--- src/rtl/wire_monitor_n.sv ---
// wire_monitor_n
//   N-channel wire debouncer for the bomb-defusal front end. Each raw wire is
//   passed through a two-flop synchroniser and a per-channel stability filter.
//   Accepted level changes produce one-cycle cut/mend pulses. While armed, cut
//   events are latched into a sticky mask, and the first cut index is captured.
//   Rejected glitches on all channels are counted in a saturating counter.
//
// Ports
//   clk             system clock, rising edge
//   rst             synchronous reset, active-low
//   wire_in         raw asynchronous wire levels
//   arm             1 = latch cut events into status
//   clr             synchronous clear of cut_mask / first_cut_* / glitch_cnt
//   wire_out        debounced wire levels
//   cut_pulse       1-cycle pulse when wire_out[i] changes to CUT_LEVEL
//   mend_pulse      1-cycle pulse when wire_out[i] changes away from CUT_LEVEL
//   cut_mask        sticky mask of armed cuts
//   first_cut_valid sticky flag, set by the first armed cut
//   first_cut_idx   index of the first armed cut (lowest index on ties)
//   glitch_cnt      saturating count of rejected glitches

module wire_monitor_n #(
    parameter int N_CH          = 6,
    parameter int CLK_HZ        = 50_000_000,
    parameter int STABLE_MS     = 2,
    parameter int STABLE_CYCLES = (CLK_HZ / 1000) * STABLE_MS,
    parameter bit CUT_LEVEL     = 1'b0,
    parameter int GLITCH_W      = 8,
    localparam int IDX_W        = (N_CH > 1) ? $clog2(N_CH) : 1
) (
    input  logic                clk,
    input  logic                rst,
    input  logic [N_CH-1:0]     wire_in,
    input  logic                arm,
    input  logic                clr,
    output logic [N_CH-1:0]     wire_out,
    output logic [N_CH-1:0]     cut_pulse,
    output logic [N_CH-1:0]     mend_pulse,
    output logic [N_CH-1:0]     cut_mask,
    output logic                first_cut_valid,
    output logic [IDX_W-1:0]    first_cut_idx,
    output logic [GLITCH_W-1:0] glitch_cnt
);

    localparam int CNT_W  = $clog2(STABLE_CYCLES + 1);
    localparam int SUM_W  = $clog2(N_CH + 1);
    localparam int WIDE_W = ((GLITCH_W > SUM_W) ? GLITCH_W : SUM_W) + 1;

    localparam logic [CNT_W-1:0]  CNT_LAST = CNT_W'(STABLE_CYCLES - 1);
    localparam logic [WIDE_W-1:0] GC_MAX   = WIDE_W'({GLITCH_W{1'b1}});

    logic [N_CH-1:0]   sync1;
    logic [N_CH-1:0]   sync2;
    logic [CNT_W-1:0]  cnt [N_CH];

    logic [N_CH-1:0]   accept;
    logic [N_CH-1:0]   reject;
    logic [N_CH-1:0]   armed_cut;
    logic [SUM_W-1:0]  glitch_sum;
    logic [WIDE_W-1:0] glitch_wide;
    logic [IDX_W-1:0]  lowest_cut;

    // A reject is the synchronised level falling back to the accepted level
    // after at least one mismatching sample.
    always_comb begin
        accept = '0;
        reject = '0;
        for (int i = 0; i < N_CH; i++) begin
            if (sync2[i] == wire_out[i]) begin
                reject[i] = (cnt[i] != '0);
            end else begin
                accept[i] = (cnt[i] == CNT_LAST);
            end
        end
    end

    // Saturation is decided on the widened sum so a multi-channel burst near
    // full scale cannot wrap.
    always_comb begin
        glitch_sum = '0;
        for (int i = 0; i < N_CH; i++) begin
            glitch_sum = glitch_sum + SUM_W'(reject[i]);
        end
        glitch_wide = WIDE_W'(glitch_cnt) + WIDE_W'(glitch_sum);
    end

    // Descending scan so the lowest armed index is the last one written.
    always_comb begin
        armed_cut  = cut_pulse & {N_CH{arm}};
        lowest_cut = '0;
        for (int i = N_CH - 1; i >= 0; i--) begin
            if (armed_cut[i]) begin
                lowest_cut = IDX_W'(i);
            end
        end
    end

    always_ff @(posedge clk) begin
        if (!rst) begin
            sync1      <= {N_CH{~CUT_LEVEL}};
            sync2      <= {N_CH{~CUT_LEVEL}};
            wire_out   <= {N_CH{~CUT_LEVEL}};
            cut_pulse  <= '0;
            mend_pulse <= '0;
            for (int i = 0; i < N_CH; i++) begin
                cnt[i] <= '0;
            end
        end else begin
            sync1 <= wire_in;
            sync2 <= sync1;
            for (int i = 0; i < N_CH; i++) begin
                cut_pulse[i]  <= accept[i] && (sync2[i] == CUT_LEVEL);
                mend_pulse[i] <= accept[i] && (sync2[i] != CUT_LEVEL);
                if (sync2[i] == wire_out[i]) begin
                    cnt[i] <= '0;
                end else if (accept[i]) begin
                    wire_out[i] <= sync2[i];
                    cnt[i]      <= '0;
                end else begin
                    cnt[i] <= cnt[i] + CNT_W'(1);
                end
            end
        end
    end

    always_ff @(posedge clk) begin
        if (!rst) begin
            cut_mask        <= '0;
            first_cut_valid <= 1'b0;
            first_cut_idx   <= '0;
            glitch_cnt      <= '0;
        end else if (clr) begin
            cut_mask        <= '0;
            first_cut_valid <= 1'b0;
            first_cut_idx   <= '0;
            glitch_cnt      <= '0;
        end else begin
            cut_mask <= cut_mask | armed_cut;
            if (!first_cut_valid && (armed_cut != '0)) begin
                first_cut_valid <= 1'b1;
                first_cut_idx   <= lowest_cut;
            end
            if (glitch_wide > GC_MAX) begin
                glitch_cnt <= GLITCH_W'(GC_MAX);
            end else begin
                glitch_cnt <= GLITCH_W'(glitch_wide);
            end
        end
    end

endmodule

--- config.mk ---
export PLATFORM = sky130hd
export DESIGN_NAME = wire_monitor_n
export DESIGN_NICKNAME = d
export VERILOG_FILES = /design/src/rtl/wire_monitor_n.sv
export SDC_FILE = /design/constraint.sdc
export NUM_CORES = 1
export LEC_CHECK = 0
export ABC_AREA = 1
export ABC_CLOCK_PERIOD_IN_PS = 5500
export CAP_MARGIN = 20
export CORE_UTILIZATION = 40
export CTS_BUF_LIST = sky130_fd_sc_hd__clkbuf_4 sky130_fd_sc_hd__clkbuf_8
export DETAILED_ROUTE_END_ITERATION = 6
export PLACE_DENSITY = 0.67
export SLEW_MARGIN = 20
export SYNTH_ARGS = -nofsm -noshare
export SYNTH_HDL_FRONTEND = slang
export SYNTH_SLANG_ARGS = --single-unit
export TNS_END_PERCENT = 10
--- constraint.sdc ---
create_clock -name clk -period 5.5 [get_ports clk]
set_clock_uncertainty 0.05 [all_clocks]
set_input_delay 0.55 -clock clk [delete_from_list [all_inputs] [get_ports clk]]
set_output_delay 0.55 -clock clk [all_outputs]
set_load 0.01 [all_outputs]
# Yosys cells after proc, flatten, opt, wreduce, memory -nomap -nowiden
# Memory sizes are Yosys's and may differ from the RTL's.
# Index checks and enable logic that the tools add are counted.
# totals
in_bits,10
output_inout_bits,36
ff_bits,48
rom_bits,0
mem_bits_rw,102
wordCells,205
latchBits,0
n_memories,1
# op_classes
reduce_logical,28
shift,0
n_eq_ne,12
order_cmp,1
n_bitwise,33
n_mux,104
n_div,0
addsub,12
mul,0
# memory_table
memory,words,width,read_ports,rd_clocked_by_memory_dff,wr,line_no,source
cnt,6,17,6,0,6,54,logic [CNT_W-1:0] cnt [N_CH];
# op_table
operator,count
17-bit 2-to-1 mux,18
17-bit by 1-bit adder with 17-bit output (second input constant),6
17-bit equality test (second input constant),6
17-bit nonzero test,6
1-bit 2-to-1 mux,79
3-bit 2-to-1 mux,6
1-bit bitwise OR,18
1-bit logical AND,13
1-bit inverter,13
2-bit AND reduction,6
3-bit by 1-bit adder with 3-bit output,3
8-bit by 3-bit adder with 9-bit output,1
9-bit by 8-bit > comparator with 1-bit output (second input constant),1
8-bit 2-to-1 mux,1
6-bit AND,1
1-bit equality test,6
6-bit bitwise OR,1
6-bit nonzero test,1
2-bit by 1-bit adder with 3-bit output,1
1-bit by 1-bit adder with 2-bit output,1
2-bit OR reduction,1
1-bit logical NOT,1

# Depth between registers and ports, before layout
# Gate-level depths: netlist (run 1).
# logic_depth
ltp_word,10
ltp_mapped,17
depth_no_buf,17

# Worst setup path before layout (run 1)
# Ideal clock, no wire load.
# synth_path
path_type,reg2reg
from,memory cnt[2][0] (netlist bit)
to,register glitch_cnt[5]
t_arrival_ns,3.133
t_required_ns,5.341
stages_incl_launch_ff,18
path_buffers,0
setup_slack_ns,2.208
cell_sequence,edfxtp_1 -> inv_1 -> ha_1 -> nand4_1 -> nor3_1 -> a21oi_1 -> fa_1 -> fa_1 -> fa_1 -> inv_1 -> fa_1 -> inv_1 -> nand2_1 -> nand2_1 -> nand3_1 -> nand3_1 -> nand2_1 -> inv_1
# synth_rtl
element,line_no,source
from (decl),54,
to (signal assigned),144,glitch_cnt <= GLITCH_W'(GC_MAX);
to (signal assigned),146,glitch_cnt <= GLITCH_W'(glitch_wide);
to (decl),42,output logic [GLITCH_W-1:0] glitch_cnt

==> metrics.txt, run 1 <==
register bit count reported by yosys=150; endpoints failing setup=0; class of the most critical setup path=flip-flop to flip-flop; Routed WL=17900 µm; Power Density=239 nW/µm²; grt ovf=0; Setup crit start kind=flip-flop; largest net degree at the start of global routing=18; DP HPWL=13700 µm; commonest non-fill, non-tap cell in the layout=nand2_1; Post-Syn Instances=1044; postcts setup bufs=0; Final Max Slew Viols=0; DR iter-0 viols=465; final period utilization=67.1%; sequential cell area=4020 µm²; worst-path fanout max=6; I/O pin cnt=46; HP Start=sync1[1]$_SDFF_PN1_; Worst-path clk slew=80 ps; diode count=0; Die Wd=146 µm; Sw Ratio=24.4%; Synth warnings=0; sequential power share=54.7%; fmax=0.271 GHz; clock power share=38.1%; P&R area growth vs syn=17.9%; Resized Gates After CTS=0; reg2reg setup slack=1810 ps; Final Hold Vio Count=0; floorplan die height=146 µm; Worst EP required=5850 ps; area of the multi-input gates=4090 µm²; TritonRoute pass-1 iters=5; max incr delay on CP=580 ps; WHS Endpoint=sync2[1]$_SDFF_PN1_; r2r endpoint=glitch_cnt[5]$_SDFF_PP0_; Final GP Congestion=0.882; minimum clock period=3690 ps; Crit-path slowest cell=fa_1; Worst Setup End Kind=flip-flop; die area=21400 µm²; CTS Buf Count=17; power share of the combinational group=7.2%; worst-path cell chain=inv_1 -> ha_1 -> nand4_1 -> nor3_1 -> a21oi_1 -> fa_1 -> fa_1 -> fa_1 -> inv_1 -> fa_1 -> inv_1 -> nand2_1 -> nand2_1 -> nand3_1 -> nand3_1 -> nand2_1 -> inv_1; Worst-Margin Slew=684 ps; sequential fraction of the synthesis area=48.3%; CTS sink cnt=150; P_int=0.00178 W; initial antenna violation count=0; routed vias/inst=4.66; post-synthesis async set-or-reset flop share=0%; unrepaired setup endpoints after global routing=false; Slew headroom=54.3%; Peak VDD IR=0.142 mV; DRC Markers=0; post-synthesis cell area=8330 µm²; CTS tree=yes; row cnt=52; via count=6909; prevailing post-synth register cell=edfxtp_1; final setup TNS=0 ps; Worst Path Arrival=4040 ps; hold_buf cts=0; commonest non-fill, non-tap cells in the layout=233 x nand2_1, 186 x nor2_1, 131 x inv_1; Initial Util=41.0%; design area=9820 µm²; Max-cap violations=0; WHS Path Cells=1; core area=20300 µm²; Syn Area/Cell=7.97 µm²; worst r2r src=cnt[2][0]$_SDFFCE_PN0P_; nets=1229; filler cell count=2029; CTS Root Buffer Type=clkbuf_8; cells on worst reg2reg path=17; CTS Buffer Depth=2; layout cells sized above 1=6.60%; Post-synth EDFFs=102; worst skew pair latency=460 ps; Port-buffer cells=45; leakage=3.87 nW; DR WL/cell=12.0 µm; worst hold path class=flip-flop to flip-flop; H-tree depth=4; first-pass GRT wire length=30200 µm; post-synth cell types=34; P_sw=0.000574 W; Final ANT Viol Nets=0; vias in the first global route=6527; dpl cell area=9410 µm²; GRT Overall Usage=17.5%; run status=finished, final reports clean
## power by group through the flow
stage | combinational (W) | sequential [W] | clock (W)
finish | 0.000169 | 0.00129 | 0.000894
global route | 0.000198 | 0.00129 | 0.000958
CTS | 0.000169 | 0.00129 | 0.000919
detailed placement | 0.000168 | 0.00131 | 0
global placement | 0.000166 | 0.00131 | 0
floorplan | 0.000126 | 0.00130 | 0
## critical path, delay by kind of cell (launching register included)
family          cells  cell delay (ps)
fa+ha+maj           5             1830
simple gates        7              870
flops               1              440
buf+inv             4              300
compound gates      1              150
## state kept, by name, indices dropped and copies added (netlist names)
name	count
glitch_cnt	8
cut_pulse	6
cut_mask	6
mend_pulse	6
first_cut_idx	3
sync2	6
wire_out	6
cnt	102
first_cut_valid	1
sync1	6
## area by class of cell
cell class                      count  area share, %
Clock inverter                     12           1.53
Sequential cell                   150           41.0
Tap cell                          270           3.44
Timing Repair Buffer               46           4.66
Clock buffer                       20           2.68
Multi-Input combinational cell    853           41.7
Inverter                          132           5.05
## logic make-up (layout without fill, tap and decap cells)
kind of cell / Yosys count / count (layout) / synth area share [%]
compound gates: 104 / 104 / 6.37
fa+ha+maj: 19 / 19 / 3.22
other cells: 1 / 102 / 0.0450
xor+xnor: 40 / 40 / 4.21
flops: 150 / 150 / 48.3
simple gates: 588 / 588 / 30.7
buf+inv: 142 / 210 / 7.08
## worst max path at each step
| stage | depth (start not counted) | slack [ps] | end | start |
|---|---|---|---|---|
| after detailed placement | 17 | 1810 | glitch_cnt[5]$_SDFF_PP0_ | cnt[2][0]$_SDFFCE_PN0P_ |
| final | 17 | 1810 | glitch_cnt[5]$_SDFF_PP0_ | cnt[2][0]$_SDFFCE_PN0P_ |
| after global placement | 17 | 1880 | glitch_cnt[5]$_SDFF_PP0_ | cnt[2][0]$_SDFFCE_PN0P_ |
| after CTS | 17 | 1780 | glitch_cnt[5]$_SDFF_PP0_ | cnt[2][0]$_SDFFCE_PN0P_ |
| after global routing | 17 | 1610 | glitch_cnt[5]$_SDFF_PP0_ | cnt[2][0]$_SDFFCE_PN0P_ |
| after floorplan | 17 | 2210 | glitch_cnt[5]$_SDFF_PP0_ | cnt[2][0]$_SDFFCE_PN0P_ |
## synth_stat cells, types with 15 or more instances
cell	instances	share of area, %
ha_1	15	2.3
inv_1	131	5.9
o21ai_0	29	1.7
nand2_1	233	11
xor2_1	29	3.1
dfxtp_1	48	12
edfxtp_1	102	37
nand3_1	72	4.3
nor2_1	186	8.4
nor2_2	15	1.1
nand4_1	31	2.3
a21oi_1	71	4.3
## layer usage
metal  wire length [µm]  part of all wire (%)  GRT usage [%]
met5                  0                     0              0
met4                258                   1.4           5.26
met3                657                   3.7           3.53
met2               8480                    47           29.4
met1               8470                    47           22.7
## metrics by stage
step	power [W]	utilization [%]	std cells	hold WS [ps]	setup WS, ps
2_1_floorplan	0.00143	-	1145	343	2210
3_3_place_gp	0.00148	46.3	1451	354	1880
3_5_place_dp	0.00148	46.3	1451	355	1810
4_1_cts	0.00237	48.4	1483	376	1780
5_1_grt	0.00245	48.4	1483	404	1610
6_report	0.00235	48.4	1483	372	1810
Note: power is estimated with default switching activity, not from simulation.
==> run 2: changes to the inputs <==
--- a/config.mk
+++ b/config.mk
@@ -6,7 +6,7 @@
 export NUM_CORES = 1
 export LEC_CHECK = 0
 export ABC_AREA = 1
-export ABC_CLOCK_PERIOD_IN_PS = 5500
+export ABC_CLOCK_PERIOD_IN_PS = 3600
 export CAP_MARGIN = 20
 export CORE_UTILIZATION = 40
 export CTS_BUF_LIST = sky130_fd_sc_hd__clkbuf_4 sky130_fd_sc_hd__clkbuf_8
==> constraint.sdc (replaced) <==
create_clock -name clk -period 3.6 [get_ports clk]
set_clock_uncertainty 0.05 [all_clocks]
set_input_delay 0.36 -clock clk [delete_from_list [all_inputs] [get_ports clk]]
set_output_delay 0.36 -clock clk [all_outputs]
set_load 0.01 [all_outputs]
==> metrics.txt, run 2 (synthesis results as in run 1) <==
Initial Util=41.0% (unchanged); P&R area growth vs syn=19.2%; core area=20300 µm² (unchanged); diode count=0 (unchanged); vias in the first global route=6552 (+0.38%); Worst Path Buf+Inv=3 (-1); fmax=0.294 GHz (+8.3%); postcts setup bufs=0 (unchanged); CP delay by family, top=adder cells; GRT Overall Usage=17.4% (-0.089 points); CTS Root Buffer Type=clkbuf_8; Core Util, Final=48.9% (+0.52 points); Crit-path slowest cell=fa_1; DR WL/cell=12.0 µm (-0.75%); worst skew pair latency=460 ps (about the same); DRC Markers=0 (unchanged); initial antenna violation count=0 (unchanged); pre-CTS setup slack=20.6 ps (-1790 ps); final period utilization=94.6% (+28 points); most used cell, CP=nand2_1; Final Max Slew Viols=0 (unchanged); Worst EP required=3860 ps (-1990 ps); commonest non-fill, non-tap cells in the layout=232 x nand2_1, 186 x nor2_1, 130 x inv_1; endpoints failing setup=0 (unchanged); CTS sink cnt=150 (unchanged); Setup crit start kind=flip-flop; Max-cap violations=0 (unchanged); Routed WL=17900 µm (about the same); commonest non-fill, non-tap cell in the layout=nand2_1; routed vias/inst=4.65 (-0.21%); floorplan die height=146 µm (unchanged); H-tree depth=4 (unchanged); die area=21400 µm² (unchanged); run status=finished, final reports clean; CTS Buf Count=17 (unchanged); largest net degree at the start of global routing=18 (unchanged); max reg flops=102 (unchanged); final setup TNS=0 ps (unchanged); Worst Path Arrival=3670 ps (-370 ps); CTS Buffer Depth=2 (unchanged); minimum clock period=3410 ps (-283 ps); hold_buf cts=0 (unchanged); class of the most critical setup path=flip-flop to flip-flop; Die Wd=146 µm (unchanged); first-pass GRT wire length=30000 µm (-0.87%); Worst Setup End Kind=flip-flop; via count=6950 (+0.59%); Biggest register=cnt; nets=1241 (+0.98%); Final Hold Vio Count=0 (unchanged); Slew headroom=61.3% (+7.1 points); Final GP Congestion=0.887 (+0.52%); Port-buffer cells=45 (unchanged); I/O pin cnt=46 (unchanged); TritonRoute pass-1 iters=5 (unchanged); fin worst setup slack=194 ps (-1620 ps); max incr delay on CP=540 ps (-40 ps); Power Total=0.00353 W (+50%); Largest regs=cnt (102), glitch_cnt (8); leakage=3.91 nW (+1.1%); unrepaired setup endpoints after global routing=false; worst-path cell chain=inv_2 -> ha_1 -> nand4_1 -> nor3_2 -> a21oi_2 -> fa_1 -> fa_1 -> fa_2 -> inv_1 -> fa_2 -> inv_1 -> nand2_1 -> nand2_2 -> nand2_1 -> nand2_1 -> nand2_1 -> a21oi_1; DP HPWL=13600 µm (-0.37%); DR iter-0 viols=381 (-18%); Final ANT Viol Nets=0 (unchanged); CTS tree=yes; worst-path fanout max=4 (-2); Worst-Margin Slew=580 ps (-104 ps); Worst-path clk slew=80 ps (about the same); Power Density=356 nW/µm² (+49%); worst hold path class=flip-flop to flip-flop; row cnt=52 (unchanged); grt ovf=0 (unchanged); layout cells sized above 1=8.16% (+1.6 points); Peak VDD IR=0.205 mV (+45%)
## run 2: cell count changes in the layout (fill, tap and decap cells not counted), sizes merged
cell and delta:
buf +12, bufinv -1, clkinv +1, clkinvlp +1, inv -1
## run 2: worst paths after layout
kind / start / endpoint / slack, ps / depth (start not counted)
min reg2reg: sync1[5]$_SDFF_PN1_ / sync2[5]$_SDFF_PN1_ / 370 / 1
min: sync1[5]$_SDFF_PN1_ / sync2[5]$_SDFF_PN1_ / 370 / 1
max reg2reg: cnt[2][0]$_SDFFCE_PN0P_ / glitch_cnt[4]$_SDFF_PP0_ / 190 / 17
max: cnt[2][0]$_SDFFCE_PN0P_ / glitch_cnt[4]$_SDFF_PP0_ / 190 / 17
## run 2: metal layers
| layer | track usage (%) | vias up | part of all wire, % |
|---|---|---|---|
| met5 | 0 | - | 0 |
| li1 | - | 3638 | - |
| met4 | 5.94 | 0 | 1.5 |
| met2 | 28.6 | 100 | 47 |
| met1 | 22.5 | 3194 | 48 |
| met3 | 4.03 | 18 | 3.4 |
## run 2: stage by stage
| stage | hold slack, ps | area [µm²] | cells |
|---|---|---|---|
| floorplan | 343 | 8700 | 1145 |
| global placement | 351 | 9500 | 1463 |
| detailed placement | 349 | 9500 | 1463 |
| CTS | 371 | 9890 | 1495 |
| global route | 392 | 9920 | 1495 |
| finish | 367 | 9920 | 1495 |
## run 2: layout make-up
type / count / area [µm²]
Inverter: 132 / 495
Fill cell: 2066 / 10400
Tap cell: 270 / 338
Timing Repair Buffer: 58 / 548
Sequential cell: 150 / 4020
Clock buffer: 20 / 263
Clock inverter: 12 / 128
Multi-Input combinational cell: 853 / 4130
## run 2: power breakdown
group	switching, W	internal [W]
sequential	0.0000635	0.00190
combinational	0.000172	0.000103
clock	0.000645	0.000648
## run 2: worst register-to-register path: stages, from the launching register on
cell      delay [ps]
edfxtp_1         410
inv_2             80
ha_1             150
nand4_1          110
nor3_2           220
a21oi_2          100
fa_1             540
fa_1             440
fa_2             400
inv_1             80
fa_2             200
inv_1             40
nand2_1           60
nand2_2           90
nand2_1          100
nand2_1           60
nand2_1           70
a21oi_1           70
## run 2: what timing repair did
item / CTS / global route
gates cloned: 0 / 0
setup endpoints to repair: 1 / 8
resized for setup: 1 / 10
pin swaps: 0 / 4
